`config.mk`:
```
export PLATFORM = sky130hd
export DESIGN_NAME = dmem_lsu_ctrl
export DESIGN_NICKNAME = d
export VERILOG_FILES = /design/src/rtl/dmem_lsu_ctrl_pkg.sv /design/src/rtl/dmem_lsu_ctrl_store_lane_gen.sv /design/src/rtl/dmem_lsu_ctrl.sv
export SDC_FILE = /design/constraint.sdc
export NUM_CORES = 1
export LEC_CHECK = 0
export ABC_AREA = 1
export CORE_MARGIN = 2
export CORE_UTILIZATION = 46
export DETAILED_ROUTE_END_ITERATION = 8
export GPL_TIMING_DRIVEN = 0
export PLACE_DENSITY_LB_ADDON = 0.25
export SYNTH_ARGS = -nofsm -noshare
export SYNTH_HDL_FRONTEND = slang
export SYNTH_SLANG_ARGS = --single-unit
```
`constraint.sdc`:
```
create_clock -name clk -period 2.62 [get_ports clk]
set_input_delay 0.262 -clock clk [delete_from_list [all_inputs] [get_ports clk]]
set_output_delay 0.262 -clock clk [all_outputs]
set_load 0.01 [all_outputs]
```
`src/rtl/dmem_lsu_ctrl_pkg.sv`:
```
// Shared codes and the FSM state type for the memory-stage load/store controller.
// The misalignment rule lives here so the controller and any future users agree on it.
package dmem_lsu_ctrl_pkg;

  localparam logic [2:0] LS_W  = 3'b000;
  localparam logic [2:0] LS_B  = 3'b001;
  localparam logic [2:0] LS_BU = 3'b010;
  localparam logic [2:0] LS_H  = 3'b011;
  localparam logic [2:0] LS_HU = 3'b100;

  localparam logic [1:0] SS_W = 2'b00;
  localparam logic [1:0] SS_B = 2'b01;
  localparam logic [1:0] SS_H = 2'b10;

  typedef enum logic [1:0] {IDLE, REQ, WAIT, DONE} lsuState_t;

  // Byte accesses never fault; the reserved store code behaves like sw.
  function automatic logic isMisaligned(input logic isStore, input logic [2:0] loadSize,
                                        input logic [1:0] storeSize, input logic [1:0] byteOff);
    logic mis;
    mis = 1'b0;
    if (isStore) begin
      case (storeSize)
        SS_B:    mis = 1'b0;
        SS_H:    mis = byteOff[0];
        SS_W:    mis = |byteOff;
        default: mis = |byteOff;
      endcase
    end else begin
      case (loadSize)
        LS_W:        mis = |byteOff;
        LS_H, LS_HU: mis = byteOff[0];
        LS_B, LS_BU: mis = 1'b0;
        default:     mis = 1'b0;
      endcase
    end
    return mis;
  endfunction

endpackage

```
`src/rtl/dmem_lsu_ctrl_store_lane_gen.sv`:
```
// Combinational byte-enable and lane-replicated store data generator.
// Replicating the source across lanes lets the memory pick bytes purely by enable.
module dmem_lsu_ctrl_store_lane_gen
  import dmem_lsu_ctrl_pkg::*;
(
  input  logic [1:0]  byteOff,
  input  logic [1:0]  storeSize,
  input  logic [31:0] storeData,
  output logic [3:0]  be,
  output logic [31:0] wdata
);

  logic [31:0] byteWord;
  logic [31:0] halfWord;

  genvar gi;
  generate
    for (gi = 0; gi < 4; gi++) begin : gByteLane
      assign byteWord[8*gi +: 8] = storeData[7:0];
    end
    for (gi = 0; gi < 2; gi++) begin : gHalfLane
      assign halfWord[16*gi +: 16] = storeData[15:0];
    end
  endgenerate

  always_comb begin
    be    = 4'b1111;
    wdata = storeData;
    case (storeSize)
      SS_B: begin
        be    = 4'b0001 << byteOff;
        wdata = byteWord;
      end
      SS_H: begin
        be    = byteOff[1] ? 4'b1100 : 4'b0011;
        wdata = halfWord;
      end
      default: begin
        be    = 4'b1111;
        wdata = storeData;
      end
    endcase
  end

endmodule

```
`src/rtl/dmem_lsu_ctrl.sv`:
```
// M-stage load/store controller: req/gnt/rvalid handshake with a variable-latency
// data memory, pipeline stall generation, timeout abort and capture for the load converter.
module dmem_lsu_ctrl
  import dmem_lsu_ctrl_pkg::*;
#(
  parameter int unsigned TIMEOUT_CYCLES = 255
) (
  input  logic        clk,
  input  logic        reset_n,
  input  logic        MemReadM,
  input  logic        MemWriteM,
  input  logic [31:0] ALUResultM,
  input  logic [31:0] WriteDataM,
  input  logic [2:0]  LoadSizeM,
  input  logic [1:0]  StoreSizeM,
  output logic        StallM,
  output logic        MisalignM,
  output logic        BusErrM,
  output logic        dmem_req,
  output logic        dmem_we,
  output logic [31:0] dmem_addr,
  output logic [31:0] dmem_wdata,
  output logic [3:0]  dmem_be,
  input  logic        dmem_gnt,
  input  logic        dmem_rvalid,
  input  logic [31:0] dmem_rdata,
  output logic [31:0] ReadDataMTick,
  output logic [1:0]  ByteNum,
  output logic [2:0]  LoadSize
);

  localparam logic [7:0] TIMEOUT_LAST = 8'(TIMEOUT_CYCLES - 1);

  lsuState_t   stateReg;
  lsuState_t   stateNext;
  logic [7:0]  timeoutCntReg;
  logic [3:0]  laneBe;
  logic [31:0] laneWdata;

  logic access;
  logic isStore;
  logic misaligned;
  logic launch;
  logic busy;
  logic rdDone;
  logic wrDone;
  logic abort;

  // A simultaneous read and write request resolves to the store.
  assign access     = MemReadM | MemWriteM;
  assign isStore    = MemWriteM;
  assign misaligned = isMisaligned(isStore, LoadSizeM, StoreSizeM, ALUResultM[1:0]);
  assign launch     = (stateReg == IDLE) && access && !misaligned;
  assign busy       = (stateReg == REQ) || (stateReg == WAIT);

  assign wrDone = (stateReg == REQ) && dmem_gnt && dmem_we;
  assign rdDone = ((stateReg == REQ) && dmem_gnt && !dmem_we && dmem_rvalid)
               || ((stateReg == WAIT) && dmem_rvalid);
  // A response on the final permitted cycle still wins over the abort.
  assign abort  = busy && !rdDone && !wrDone && (timeoutCntReg == TIMEOUT_LAST);

  dmem_lsu_ctrl_store_lane_gen uLaneGen (
    .byteOff   (ALUResultM[1:0]),
    .storeSize (StoreSizeM),
    .storeData (WriteDataM),
    .be        (laneBe),
    .wdata     (laneWdata)
  );

  always_ff @(posedge clk or negedge reset_n) begin
    if (!reset_n) begin
      stateReg <= IDLE;
    end else begin
      stateReg <= stateNext;
    end
  end

  always_comb begin
    stateNext = stateReg;
    case (stateReg)
      IDLE: if (launch) stateNext = REQ;
      REQ: begin
        if (wrDone || rdDone || abort) stateNext = DONE;
        else if (dmem_gnt)             stateNext = WAIT;
      end
      WAIT: if (rdDone || abort) stateNext = DONE;
      DONE: stateNext = IDLE;
      default: stateNext = IDLE;
    endcase
  end

  always_comb begin
    StallM    = launch || busy;
    MisalignM = (stateReg == IDLE) && access && misaligned;
    dmem_req  = (stateReg == REQ);
  end

  always_ff @(posedge clk or negedge reset_n) begin
    if (!reset_n) begin
      dmem_we       <= 1'b0;
      dmem_addr     <= '0;
      dmem_wdata    <= '0;
      dmem_be       <= 4'b0000;
      ByteNum       <= 2'b00;
      LoadSize      <= 3'b000;
      ReadDataMTick <= '0;
      BusErrM       <= 1'b0;
      timeoutCntReg <= '0;
    end else begin
      BusErrM <= abort;
      if (launch) begin
        dmem_addr  <= {ALUResultM[31:2], 2'b00};
        dmem_we    <= isStore;
        dmem_be    <= isStore ? laneBe : 4'b1111;
        dmem_wdata <= isStore ? laneWdata : 32'h0;
        if (!isStore) begin
          ByteNum  <= ALUResultM[1:0];
          LoadSize <= LoadSizeM;
        end
      end
      if (rdDone) begin
        ReadDataMTick <= dmem_rdata;
      end else if (abort) begin
        ReadDataMTick <= '0;
      end
      if (launch) begin
        timeoutCntReg <= '0;
      end else if (busy) begin
        timeoutCntReg <= timeoutCntReg + 8'd1;
      end
    end
  end

endmodule

```
==> results of run 1 <==
## stage by stage
stage	instances	util	power, mW	TNS (ns)
after detailed placement	972	0.688	6.84	-0.0796
after global placement	971	0.685	6.69	-339.81
final	1005	0.750	9.37	0
after global routing	1005	0.750	9.96	0
after floorplan	618	-	4.65	0
after CTS	1005	0.750	9.43	0
## report_power, final
group	leakage (nW)	internal, mW	switching [mW]
logic	2.03	1.96	1.85
registers	1.46	2.56	0.461
clock network	0.318	1.77	0.768
total	3.80	6.29	3.08
## how the worst min path moves through the flow
stage                              to  cells after the start
finish              ReadDataMTick[13]                      3
global route        ReadDataMTick[13]                      3
CTS                 ReadDataMTick[13]                      3
detailed placement  ReadDataMTick[14]                      1
floorplan                     BusErrM                      0
global placement          LoadSize[1]                      2
## sequential cells by signal (all words and copies together) (netlist names)
signal and flops:
BusErrM 1, ByteNum 2, LoadSize 3, ReadDataMTick 32, dmem_addr 30, dmem_be 4
dmem_wdata 32, dmem_we 1, stateReg 2, timeoutCntReg 8
## worst max-delay path: stages
cell and delay (ns):
clkdlybuf4s50_1 0.49, inv_1 0.05, ha_1 0.28, inv_1 0.10
o21ai_2 0.21, nand2_1 0.12, nand2_2 0.14, buf_6 0.19
nand2_2 0.08, dlygate4sd2_1 0.30
## synth_stat cells, types with 3 or more instances
library cell,instances,share of area
o21ai_0,63,0.062
inv_2,3,0.0022
inv_1,50,0.037
dfrtp_1,115,0.56
a21oi_1,4,0.0039
nor2_1,27,0.020
ha_1,7,0.017
buf_6,4,0.0088
buf_2,7,0.0068
nand2_1,224,0.16
nand2_2,3,0.0037
clkbuf_1,18,0.013
nand3_1,57,0.056
xor2_1,3,0.0051
o21ai_1,18,0.018
## what timing repair did
item,4_1_cts,5_1_grt
hold buffers,1,0
endpoints found under the hold margin,47,0
endpoints found under the setup margin,1,0
gates resized for setup,3,0
## cell families (layout without fill, tap and decap cells)
family / after synthesis / after routing / synth area share
AOI/OAI and AO/OA: 88 / 88 / 0.0897
buffers and inverters: 85 / 332 / 0.0714
other: 1 / 2 / 0.000732
DFF: 115 / 115 / 0.562
and+or+nand+nor: 317 / 317 / 0.252
adders and majority gates: 7 / 7 / 0.0171
xor gates and xnor gates: 4 / 4 / 0.00684
## routing by layer
metal,GRT usage,part of all wire,wire length (um),up-vias
li1,-,-,-,2418
met1,0.306,0.41,6060,2353
met2,0.433,0.50,7440,199
met3,0.0634,0.072,1070,27
met4,0.0877,0.021,317,0
met5,0,0,0,-
## layout make-up
cell class | instances | area (um2)
tap | 140 | 175
clock buffer | 24 | 490
buffer | 32 | 166
timing repair buffer | 215 | 2170
sequential | 115 | 2880
inverter | 53 | 199
multi-input combinational | 418 | 1880
fill | 791 | 2710
clock inverter | 8 | 170
==> impl_results.html, run 1 <==
<table>
<tr><th>Metric</th><th>Value</th></tr>
<tr><th colspan="2">Worst hold path</th></tr>
<tr><td>Class of the tightest hold or removal check</td><td>input pin to register</td></tr>
<tr><td>Hold Path Origin</td><td>dmem_rvalid</td></tr>
<tr><th colspan="2">Global routing</th></tr>
<tr><td>Remaining global-route overflow</td><td>0</td></tr>
<tr><td>Number of antenna violations at the first check in global routing</td><td>0</td></tr>
<tr><td>Global router's overall resource usage</td><td>0.251</td></tr>
<tr><td>Vias in the first global route</td><td>4917</td></tr>
<tr><td>Pin count of the biggest net entering global routing</td><td>69</td></tr>
<tr><td>Global-route wire length before repair</td><td>23500 um</td></tr>
<tr><th colspan="2">Placed design</th></tr>
<tr><td>Placer congestion estimate</td><td>0.817</td></tr>
<tr><td>Number of port buffers</td><td>213</td></tr>
<tr><td>Dpl cell area</td><td>7460 um2</td></tr>
<tr><td>Dpl ws</td><td>-0.0796 ns</td></tr>
<tr><td>Detail Placement HPWL</td><td>10800 um</td></tr>
<tr><th colspan="2">CTS</th></tr>
<tr><td>TritonCTS clock tree</td><td>built</td></tr>
<tr><td>Depth of the CTS H-tree</td><td>4</td></tr>
<tr><td>Total setup buffers inserted after CTS</td><td>0</td></tr>
<tr><td>Clock root cell</td><td>clkbuf_8</td></tr>
<tr><td>Total clock buffers created by CTS</td><td>17</td></tr>
<tr><td>Clock buffer depth</td><td>2</td></tr>
<tr><td>Sinks on the clock net</td><td>115</td></tr>
<tr><td>Insertion delay of the later-clocked pin in the worst-skew pair</td><td>0.51 ns</td></tr>
<tr><td>Clock-pin slew on the worst setup and hold paths</td><td>0.05 ns</td></tr>
<tr><th colspan="2">Timing</th></tr>
<tr><td>Final worst-path cycle share</td><td>0.947</td></tr>
<tr><td>Pins over their slew limit</td><td>0</td></tr>
<tr><td>Setup repair after global routing missed its margin</td><td>no</td></tr>
<tr><td>Achievable Freq</td><td>0.403 GHz</td></tr>
<tr><td>Count of final hold-check violations</td><td>0</td></tr>
<tr><td>Clock Skew</td><td>0.00958 ns</td></tr>
<tr><td>Worst hold-check slack</td><td>0.173 ns</td></tr>
<tr><td>Final worst setup slack</td><td>0.139 ns</td></tr>
<tr><td>Worst slew margin relative to its limit</td><td>0.579</td></tr>
<tr><td>Worst-Margin Slew</td><td>0.631 ns</td></tr>
<tr><td>Clock period minus final worst setup slack</td><td>2.48 ns</td></tr>
<tr><td>Final setup violation count</td><td>0</td></tr>
<tr><th colspan="2">Setup path</th></tr>
<tr><td>Start point of the critical path</td><td>StoreSizeM[0]</td></tr>
<tr><td>Kind of start point of the critical path</td><td>input pin</td></tr>
<tr><td>Largest fanout on the critical path</td><td>10</td></tr>
<tr><td>FF-to-FF End</td><td>ReadDataMTick[8]</td></tr>
<tr><td>Logic depth of the worst register-to-register path</td><td>8</td></tr>
<tr><td>CP endpoint kind</td><td>output pin</td></tr>
<tr><td>Data arrival time of the critical path</td><td>2.22 ns</td></tr>
<tr><td>Setup CP Type</td><td>input pin to output pin</td></tr>
<tr><td>Launching point of the worst reg2reg path</td><td>stateReg[0]</td></tr>
<tr><td>Worst endpoint required time</td><td>2.36 ns</td></tr>
<tr><td>Crit path capture</td><td>StallM</td></tr>
<tr><td>R2R Setup Slk</td><td>0.45 ns</td></tr>
<tr><th colspan="2">Logic synthesis</th></tr>
<tr><td>Primary FF master, synth</td><td>dfrtp_1</td></tr>
<tr><td>Number of synthesis warnings</td><td>0</td></tr>
<tr><td>Async S/R FF share, synth</td><td>1.00</td></tr>
<tr><td>Synthesized area divided by synthesized cell count</td><td>8.30 um2</td></tr>
<tr><td>Distinct cells, synth</td><td>26</td></tr>
<tr><td>Portion of the post-synthesis area used by sequential elements</td><td>0.562</td></tr>
<tr><td>Post-Syn Instances</td><td>617</td></tr>
<tr><td>Number of flops mapped to enable cells by yosys</td><td>0</td></tr>
<tr><td>Synthesis-stage register bit count</td><td>115</td></tr>
<tr><td>Post-synthesis instance area</td><td>5120 um2</td></tr>
<tr><th colspan="2">Die</th></tr>
<tr><td>Starting utilization of the core area</td><td>0.472</td></tr>
<tr><td>Overall die area</td><td>12000 um2</td></tr>
<tr><td>Placement Rows</td><td>38</td></tr>
<tr><td>Horiz. Die Dim</td><td>110 um</td></tr>
<tr><td>Count of boundary I/O pins</td><td>217</td></tr>
<tr><td>Core ar.</td><td>10800 um2</td></tr>
<tr><td>Vert. Die Dim</td><td>110 um</td></tr>
<tr><th colspan="2">Pwr</th></tr>
<tr><td>Worst voltage drop across the vdd grid</td><td>0.000613 V</td></tr>
<tr><td>Reported leakage power</td><td>3.80 nW</td></tr>
<tr><td>PD cells</td><td>1150 nW/um2</td></tr>
<tr><th colspan="2">Drt</th></tr>
<tr><td>Number of search-and-repair iterations in the first detailed-routing pass</td><td>5</td></tr>
<tr><td>Count of unresolved DRC violations after routing</td><td>0</td></tr>
<tr><td>Wirelength, routed</td><td>14900 um</td></tr>
<tr><td>Final ANT Viol Nets</td><td>0</td></tr>
<tr><td>Wire length per cell after detailed routing</td><td>14.8 um</td></tr>
<tr><td>Detail-routed via count per cell</td><td>4.97</td></tr>
<tr><td>Overall via count from detail_route</td><td>4997</td></tr>
<tr><td>DRC violation total after the first TritonRoute iteration</td><td>328</td></tr>
<tr><th colspan="2">Finish</th></tr>
<tr><td>Synth-to-Final Area Change</td><td>58.8%</td></tr>
<tr><td>Share of cells above drive strength 1</td><td>0.0659</td></tr>
<tr><td>Antenna diodes</td><td>0</td></tr>
<tr><td>Post-Layout Inst Area</td><td>8130 um2</td></tr>
<tr><td>Most common cell after layout, fill and taps aside</td><td>nand2_1</td></tr>
<tr><td>Most frequent cells in the layout</td><td>224 x nand2_1, 211 x clkdlybuf4s50_1, 115 x dfrtp_1, 62 x o21ai_0, 57 x nand3_1</td></tr>
<tr><td>Count of nets after finishing</td><td>966</td></tr>
<tr><th colspan="2">Run status</th></tr>
<tr><td>Run status</td><td>completed</td></tr>
<tr><th colspan="2">Flow run</th></tr>
<tr><td>Max-cap violations</td><td>0</td></tr>
</table>
(Power assumes the default switching activity.)
==> run 2: changes to the inputs <==
CAP_MARGIN = 20   (was not set)
==> run 2 against run 1 <==
Compared with the run above:
- power stayed put
- count of clock-buffer cells in the layout stayed put
- critical path depth stayed put
- cell count stayed put
- design area stayed put
- register-to-register slack hardly changed
- die area stayed put
- clock skew stayed put
==> impl_results.html, run 2 (synthesized netlist as in run 1, its figures left out) <==
<table>
<tr><th>Metric</th><th>Value</th></tr>
<tr><th colspan="2">Run status</th></tr>
<tr><td>Run status</td><td>completed</td></tr>
<tr><th colspan="2">CTS</th></tr>
<tr><td>Sinks on the clock net</td><td>115 (unchanged)</td></tr>
<tr><td>TritonCTS clock tree</td><td>built</td></tr>
<tr><td>Insertion delay of the later-clocked pin in the worst-skew pair</td><td>0.51 ns (about the same)</td></tr>
<tr><td>Total setup buffers inserted after CTS</td><td>0 (unchanged)</td></tr>
<tr><td>Clock buffer depth</td><td>2 (unchanged)</td></tr>
<tr><td>Clock root cell</td><td>clkbuf_8</td></tr>
<tr><td>Clock-pin slew on the worst setup and hold paths</td><td>0.05 ns (about the same)</td></tr>
<tr><td>Total clock buffers created by CTS</td><td>17 (unchanged)</td></tr>
<tr><td>Depth of the CTS H-tree</td><td>4 (unchanged)</td></tr>
<tr><th colspan="2">Finish</th></tr>
<tr><td>Share of cells above drive strength 1</td><td>0.0659 (unchanged)</td></tr>
<tr><td>Most common cell after layout, fill and taps aside</td><td>nand2_1</td></tr>
<tr><td>Antenna diodes</td><td>0 (unchanged)</td></tr>
<tr><td>Most frequent cells in the layout</td><td>224 x nand2_1, 211 x clkdlybuf4s50_1, 115 x dfrtp_1, 62 x o21ai_0, 57 x nand3_1</td></tr>
<tr><td>Synth-to-Final Area Change</td><td>58.8% (unchanged)</td></tr>
<tr><td>Biggest registers after layout</td><td>ReadDataMTick: 32 flops, dmem_wdata: 32 flops, dmem_addr: 30 flops</td></tr>
<tr><td>Count of nets after finishing</td><td>966 (unchanged)</td></tr>
<tr><td>Final standard cell count with taps included and fillers excluded</td><td>1005 (unchanged)</td></tr>
<tr><td>Final cell utilization of the core</td><td>0.750 (unchanged)</td></tr>
<tr><td>Post-Layout Inst Area</td><td>8130 um2 (unchanged)</td></tr>
<tr><th colspan="2">Setup path</th></tr>
<tr><td>Slowest cell on the critical path</td><td>clkdlybuf4s50_1</td></tr>
<tr><td>R2R Setup Slk</td><td>0.45 ns (about the same)</td></tr>
<tr><td>Launching point of the worst reg2reg path</td><td>stateReg[0]</td></tr>
<tr><td>FF-to-FF End</td><td>ReadDataMTick[8]</td></tr>
<tr><td>Logic depth of the worst register-to-register path</td><td>8 (unchanged)</td></tr>
<tr><td>Data arrival time of the critical path</td><td>2.22 ns (about the same)</td></tr>
<tr><td>CP endpoint kind</td><td>output pin</td></tr>
<tr><td>Worst endpoint required time</td><td>2.36 ns (about the same)</td></tr>
<tr><td>Kind of start point of the critical path</td><td>input pin</td></tr>
<tr><td>Highest cell delay on the worst timing path</td><td>0.49 ns (about the same)</td></tr>
<tr><td>Number of buffers and inverters on the critical path</td><td>5 (unchanged)</td></tr>
<tr><td>Largest fanout on the critical path</td><td>10 (unchanged)</td></tr>
<tr><td>Setup CP Type</td><td>input pin to output pin</td></tr>
<tr><td>Ordered list of cells on the worst path</td><td>clkdlybuf4s50_1 &gt; inv_1 &gt; ha_1 &gt; inv_1 &gt; o21ai_2 &gt; nand2_1 &gt; nand2_2 &gt; buf_6 &gt; nand2_2 &gt; dlygate4sd2_1</td></tr>
<tr><td>CP top delay family</td><td>buffers and inverters</td></tr>
<tr><th colspan="2">Die</th></tr>
<tr><td>Overall die area</td><td>12000 um2 (unchanged)</td></tr>
<tr><td>Count of boundary I/O pins</td><td>217 (unchanged)</td></tr>
<tr><td>Starting utilization of the core area</td><td>0.472 (unchanged)</td></tr>
<tr><td>Core ar.</td><td>10800 um2 (unchanged)</td></tr>
<tr><td>Placement Rows</td><td>38 (unchanged)</td></tr>
<tr><td>Vert. Die Dim</td><td>110 um (unchanged)</td></tr>
<tr><td>Horiz. Die Dim</td><td>110 um (unchanged)</td></tr>
<tr><th colspan="2">Timing</th></tr>
<tr><td>Worst slew margin relative to its limit</td><td>0.579 (unchanged)</td></tr>
<tr><td>Final worst-path cycle share</td><td>0.947 (unchanged)</td></tr>
<tr><td>Pins over their slew limit</td><td>0 (unchanged)</td></tr>
<tr><td>Clock period minus final worst setup slack</td><td>2.48 ns (unchanged)</td></tr>
<tr><td>Clock Skew</td><td>0.00958 ns (unchanged)</td></tr>
<tr><td>Setup repair after global routing missed its margin</td><td>no</td></tr>
<tr><td>Final setup TNS</td><td>0 ns (unchanged)</td></tr>
<tr><td>Worst-Margin Slew</td><td>0.631 ns (unchanged)</td></tr>
<tr><td>Count of final hold-check violations</td><td>0 (unchanged)</td></tr>
<tr><td>Final setup violation count</td><td>0 (unchanged)</td></tr>
<tr><td>Achievable Freq</td><td>0.403 GHz (unchanged)</td></tr>
<tr><th colspan="2">Pwr</th></tr>
<tr><td>Internal power of the cells</td><td>6.29 mW (unchanged)</td></tr>
<tr><td>Proportion of power drawn by combinational gates</td><td>0.407 (about the same)</td></tr>
<tr><td>Share of total power in sequential cells</td><td>0.323 (about the same)</td></tr>
<tr><td>Pwr Total</td><td>9.37 mW (unchanged)</td></tr>
<tr><td>Switching portion of total power</td><td>0.329 (unchanged)</td></tr>
<tr><td>Net switching power</td><td>3.08 mW (unchanged)</td></tr>
<tr><td>Clock group share of total power</td><td>0.270 (about the same)</td></tr>
<tr><td>PD cells</td><td>1150 nW/um2 (unchanged)</td></tr>
<tr><td>Reported leakage power</td><td>3.80 nW (unchanged)</td></tr>
<tr><td>Worst voltage drop across the vdd grid</td><td>0.000613 V (unchanged)</td></tr>
<tr><th colspan="2">Worst hold path</th></tr>
<tr><td>Hold Path Origin</td><td>dmem_rvalid</td></tr>
<tr><td>Hold path endpoint</td><td>ReadDataMTick[13]</td></tr>
<tr><td>Worst Hold Depth</td><td>3 (unchanged)</td></tr>
<tr><td>Class of the tightest hold or removal check</td><td>input pin to register</td></tr>
<tr><th colspan="2">Global routing</th></tr>
<tr><td>Vias in the first global route</td><td>4917 (unchanged)</td></tr>
<tr><td>Global router's overall resource usage</td><td>0.251 (unchanged)</td></tr>
<tr><td>Remaining global-route overflow</td><td>0 (unchanged)</td></tr>
<tr><td>Global-route wire length before repair</td><td>23500 um (unchanged)</td></tr>
<tr><td>Pin count of the biggest net entering global routing</td><td>69 (unchanged)</td></tr>
<tr><td>Number of antenna violations at the first check in global routing</td><td>0 (unchanged)</td></tr>
<tr><th colspan="2">Drt</th></tr>
<tr><td>Number of search-and-repair iterations in the first detailed-routing pass</td><td>5 (unchanged)</td></tr>
<tr><td>DRC violation total after the first TritonRoute iteration</td><td>328 (unchanged)</td></tr>
<tr><td>Count of unresolved DRC violations after routing</td><td>0 (unchanged)</td></tr>
<tr><td>Wire length per cell after detailed routing</td><td>14.8 um (unchanged)</td></tr>
<tr><td>Final ANT Viol Nets</td><td>0 (unchanged)</td></tr>
<tr><td>Wirelength, routed</td><td>14900 um (unchanged)</td></tr>
<tr><td>Detail-routed via count per cell</td><td>4.97 (unchanged)</td></tr>
<tr><td>Overall via count from detail_route</td><td>4997 (unchanged)</td></tr>
<tr><th colspan="2">Placed design</th></tr>
<tr><td>Number of cells in the design after placement</td><td>972 (unchanged)</td></tr>
<tr><td>Detail Placement HPWL</td><td>10800 um (unchanged)</td></tr>
<tr><td>Dpl cell area</td><td>7460 um2 (unchanged)</td></tr>
<tr><td>Placer congestion estimate</td><td>0.817 (unchanged)</td></tr>
<tr><td>Number of port buffers</td><td>213 (unchanged)</td></tr>
<tr><th colspan="2">Flow run</th></tr>
<tr><td>Max-cap violations</td><td>0 (unchanged)</td></tr>
</table>
-- run 2: cell counts in the layout (fill, tap and decap cells not counted) --
No cell type changed its count.
-- run 2: worst reg2reg max path, delay by kind of cell, from the launching register on --
kind | cells | cell delay, ns
adder cells (fa/ha/maj) | 1 | 0.39
flip-flops | 1 | 0.39
AND/OR/NAND/NOR | 3 | 0.39
AO/OA/AOI/OAI | 2 | 0.42
buffers and inverters | 2 | 0.44
-- run 2: per-stage QoR --
step | setup slack, ns | hold WS (ns)
detailed placement | -0.0796 | 0.318
finish | 0.139 | 0.173
floorplan | 0.900 | -0.0336
CTS | 0.135 | 0.148
global route | 0.000609 | 0.178
global placement | -2.96 | 0.459
-- run 2: cell type report --
type | count | area, um2
Sequential cell | 115 | 2880
Fill cell | 791 | 2710
Timing Repair Buffer | 215 | 2170
Multi-Input combinational cell | 418 | 1880
Clock buffer | 24 | 490
Inverter | 53 | 199
Tap cell | 140 | 175
Clock inverter | 8 | 170
Buffer | 32 | 166
-- run 2: worst max path at each step --
stage                  startpoint             end  slack [ns]  cells after the start
floorplan             stateReg[0]     stateReg[1]        0.90                     11
global placement          reset_n  dmem_wdata[18]       -2.96                      1
detailed placement  StoreSizeM[0]          StallM       -0.08                     10
CTS                 StoreSizeM[0]          StallM        0.13                     10
global route        StoreSizeM[0]          StallM      0.0006                     10
finish              StoreSizeM[0]          StallM        0.14                     10
-- run 2: power groups by stage --
stage	Combinational, mW	Sequential (mW)	Clock, mW
4_1_cts	3.85	3.02	2.56
2_1_floorplan	1.32	3.33	0
6_report	3.81	3.02	2.53
5_1_grt	4.21	3.11	2.64
3_5_place_dp	3.82	3.02	0
3_3_place_gp	3.70	2.99	0
-- run 2: what timing repair did --
action,CTS,global route
hold buffers,1,0
gates resized for setup,3,0
setup endpoints to repair,1,0
endpoints found under the hold margin,47,0
-- run 2: metal layers --
metal	share of wire	global-route usage
met5	0	0
met4	0.021	0.0877
met3	0.072	0.0634
met2	0.50	0.433
met1	0.41	0.306
==> run 3: changes to the inputs <==
GPL_TIMING_DRIVEN = 1   (was 0)
==> run 3 against run 2 <==
Compared with the run above:
- sequential share of layout area up 0.67 points
- die area unchanged
- count of clock-buffer cells in the layout down 4
- critical endpoint is now MisalignM
- clock skew up 0.00087 ns
- combinational power down 1%
- non-clock buffer count down 20
- largest cell class unchanged
- sequential cell count unchanged
- largest power group unchanged
==> impl_results.html, run 3 (synthesized netlist as in run 1, its figures left out) <==
<table>
<tr><th>Metric</th><th>Value</th></tr>
<tr><th colspan="2">Pwr</th></tr>
<tr><td>Pwr Total</td><td>8.98 mW (-4.2%)</td></tr>
<tr><td>Reported leakage power</td><td>3.73 nW (-1.9%)</td></tr>
<tr><td>PD cells</td><td>1130 nW/um2 (-2.4%)</td></tr>
<tr><td>Worst voltage drop across the vdd grid</td><td>0.000652 V (+6.4%)</td></tr>
<tr><th colspan="2">Drt</th></tr>
<tr><td>Final ANT Viol Nets</td><td>0 (unchanged)</td></tr>
<tr><td>DRC violation total after the first TritonRoute iteration</td><td>268 (-18%)</td></tr>
<tr><td>Overall via count from detail_route</td><td>4915 (-1.6%)</td></tr>
<tr><td>Detail-routed via count per cell</td><td>4.99 (+0.36%)</td></tr>
<tr><td>Wirelength, routed</td><td>14400 um (-3.6%)</td></tr>
<tr><td>Count of unresolved DRC violations after routing</td><td>0 (unchanged)</td></tr>
<tr><td>Number of search-and-repair iterations in the first detailed-routing pass</td><td>5 (unchanged)</td></tr>
<tr><td>Wire length per cell after detailed routing</td><td>14.6 um (-1.7%)</td></tr>
<tr><th colspan="2">Timing</th></tr>
<tr><td>Count of final hold-check violations</td><td>0 (unchanged)</td></tr>
<tr><td>Worst-Margin Slew</td><td>0.756 ns (+0.125 ns)</td></tr>
<tr><td>Worst slew margin relative to its limit</td><td>0.496 (-0.0833)</td></tr>
<tr><td>Final worst setup slack</td><td>0.185 ns (+0.0459 ns)</td></tr>
<tr><td>Clock Skew</td><td>0.0104 ns (+0.000873 ns)</td></tr>
<tr><td>Setup repair after global routing missed its margin</td><td>no</td></tr>
<tr><td>Pins over their slew limit</td><td>0 (unchanged)</td></tr>
<tr><td>Final worst-path cycle share</td><td>0.929 (-0.0175)</td></tr>
<tr><td>Clock period minus final worst setup slack</td><td>2.43 ns (-0.0459 ns)</td></tr>
<tr><td>Achievable Freq</td><td>0.411 GHz (+1.9%)</td></tr>
<tr><td>Final setup violation count</td><td>0 (unchanged)</td></tr>
<tr><td>Final setup TNS</td><td>0 ns (unchanged)</td></tr>
<tr><th colspan="2">Finish</th></tr>
<tr><td>Count of nets after finishing</td><td>946 (-2.1%)</td></tr>
<tr><td>Antenna diodes</td><td>0 (unchanged)</td></tr>
<tr><td>Most frequent cells in the layout</td><td>224 x nand2_1, 212 x clkdlybuf4s50_1, 115 x dfrtp_1, 62 x o21ai_0, 57 x nand3_1</td></tr>
<tr><td>Most common cell after layout, fill and taps aside</td><td>nand2_1</td></tr>
<tr><td>Biggest registers after layout</td><td>ReadDataMTick: 32 flops, dmem_wdata: 32 flops, dmem_addr: 30 flops</td></tr>
<tr><td>Synth-to-Final Area Change</td><td>55.8%</td></tr>
<tr><td>Share of cells above drive strength 1</td><td>0.0663 (+0.000376)</td></tr>
<tr><th colspan="2">CTS</th></tr>
<tr><td>Clock root cell</td><td>clkbuf_8</td></tr>
<tr><td>Total setup buffers inserted after CTS</td><td>0 (unchanged)</td></tr>
<tr><td>Sinks on the clock net</td><td>115 (unchanged)</td></tr>
<tr><td>Depth of the CTS H-tree</td><td>4 (unchanged)</td></tr>
<tr><td>TritonCTS clock tree</td><td>built</td></tr>
<tr><td>Clock buffer depth</td><td>2 (unchanged)</td></tr>
<tr><td>Clock-pin slew on the worst setup and hold paths</td><td>0.06 ns (about the same)</td></tr>
<tr><td>Total clock buffers created by CTS</td><td>17 (unchanged)</td></tr>
<tr><td>Insertion delay of the later-clocked pin in the worst-skew pair</td><td>0.52 ns (about the same)</td></tr>
<tr><th colspan="2">Placed design</th></tr>
<tr><td>Detail Placement HPWL</td><td>10200 um (-5.4%)</td></tr>
<tr><td>Dpl ws</td><td>0.198 ns (+0.278 ns)</td></tr>
<tr><td>Placer congestion estimate</td><td>0.808 (-1.2%)</td></tr>
<tr><td>Number of port buffers</td><td>214 (+0.47%)</td></tr>
<tr><th colspan="2">Global routing</th></tr>
<tr><td>Global-route wire length before repair</td><td>22600 um (-4.2%)</td></tr>
<tr><td>Remaining global-route overflow</td><td>0 (unchanged)</td></tr>
<tr><td>Number of antenna violations at the first check in global routing</td><td>0 (unchanged)</td></tr>
<tr><td>Vias in the first global route</td><td>4835 (-1.7%)</td></tr>
<tr><td>Pin count of the biggest net entering global routing</td><td>68 (-1.4%)</td></tr>
<tr><td>Global router's overall resource usage</td><td>0.244 (-0.00763)</td></tr>
<tr><th colspan="2">Setup path</th></tr>
<tr><td>Highest cell delay on the worst timing path</td><td>0.57 ns (+0.08 ns)</td></tr>
<tr><td>Ordered list of cells on the worst path</td><td>clkdlybuf4s50_1 &gt; inv_1 &gt; ha_1 &gt; inv_1 &gt; o21ai_2 &gt; nand2_1 &gt; nor2_1 &gt; clkdlybuf4s50_1</td></tr>
<tr><td>Data arrival time of the critical path</td><td>2.17 ns (-0.05 ns)</td></tr>
<tr><td>Kind of start point of the critical path</td><td>input pin</td></tr>
<tr><td>Slowest cell on the critical path</td><td>clkdlybuf4s50_1</td></tr>
<tr><td>Setup CP Type</td><td>input pin to output pin</td></tr>
<tr><td>CP endpoint kind</td><td>output pin</td></tr>
<tr><td>Worst endpoint required time</td><td>2.36 ns (about the same)</td></tr>
<tr><td>Largest fanout on the critical path</td><td>2 (-8)</td></tr>
<tr><th colspan="2">Die</th></tr>
<tr><td>Horiz. Die Dim</td><td>110 um (unchanged)</td></tr>
<tr><td>Overall die area</td><td>12000 um2 (unchanged)</td></tr>
<tr><td>Core ar.</td><td>10800 um2 (unchanged)</td></tr>
<tr><td>Starting utilization of the core area</td><td>0.472 (unchanged)</td></tr>
<tr><td>Vert. Die Dim</td><td>110 um (unchanged)</td></tr>
<tr><td>Placement Rows</td><td>38 (unchanged)</td></tr>
<tr><td>Count of boundary I/O pins</td><td>217 (unchanged)</td></tr>
<tr><th colspan="2">Run status</th></tr>
<tr><td>Run status</td><td>completed</td></tr>
<tr><th colspan="2">Flow run</th></tr>
<tr><td>Max-cap violations</td><td>0 (unchanged)</td></tr>
<tr><th colspan="2">Worst hold path</th></tr>
<tr><td>Class of the tightest hold or removal check</td><td>input pin to register</td></tr>
</table>
[run 3: changes by cell type in the layout (fill, tap and decap cells not counted), sizes merged, moves of 3 or more]
cell | before | now
clkbuf | 42 | 20
clkinvlp | 2 | 7
buf | 16 | 13
bufinv | 5 | 2
[run 3: per-layer routing]
metal | share of wire | GRT usage
met5 | 0 | 0
met4 | 0.026 | 0.102
met3 | 0.078 | 0.0747
met2 | 0.49 | 0.409
met1 | 0.41 | 0.291
[run 3: final cells by class]
type	instances	area, um2
flip-flops and latches	115	2880
repair buffers	227	2270
well taps	140	175
clock buffers	20	445
fillers	796	2860
multi-input cells	418	1880
clock inverters	12	131
inverters	53	199
[run 3: what timing repair did]
item / in CTS / in global routing
endpoints found under the hold margin: 56 / 0
endpoints found under the setup margin: 1 / 1
hold buffers: 1 / 0
pin swaps: 0 / 0
gates resized for setup: 1 / 2
[run 3: final timing paths]
path	end	startpoint	cells past startpoint	slack, ns
min in group asynchronous	dmem_addr[28]	reset_n	2	0.37
max reg2reg	ReadDataMTick[16]	stateReg[1]	8	0.71
min	dmem_addr[31]	ALUResultM[31]	3	0.28
min reg2reg	LoadSize[1]	LoadSize[1]	2	0.48
max in group asynchronous	dmem_addr[12]	reset_n	3	1.55
max	MisalignM	StoreSizeM[0]	8	0.19
[run 3: report_power, final]
| group | leakage [nW] | switching, mW | internal (mW) |
|---|---|---|---|
| Clock | 0.262 | 0.802 | 1.40 |
| Sequential | 1.46 | 0.454 | 2.56 |
| Combinational | 2.01 | 1.81 | 1.95 |
| Total | 3.73 | 3.07 | 5.91 |
[run 3: critical path, delay by kind of cell]
family | cells | cell delay, ns
fa+ha+maj | 1 | 0.29
simple gates | 2 | 0.26
buf+inv | 4 | 1.16
compound gates | 1 | 0.21
[run 3: per-stage QoR]
step | utilization | cell area [um2] | hold WS [ns] | std cells
after global placement | 0.681 | 7390 | 0.375 | 952
after detailed placement | 0.681 | 7390 | 0.391 | 952
final | 0.736 | 7980 | 0.275 | 985
after global routing | 0.736 | 7980 | 0.265 | 985
after floorplan | - | 5120 | -0.0336 | 618
after CTS | 0.736 | 7970 | 0.264 | 985
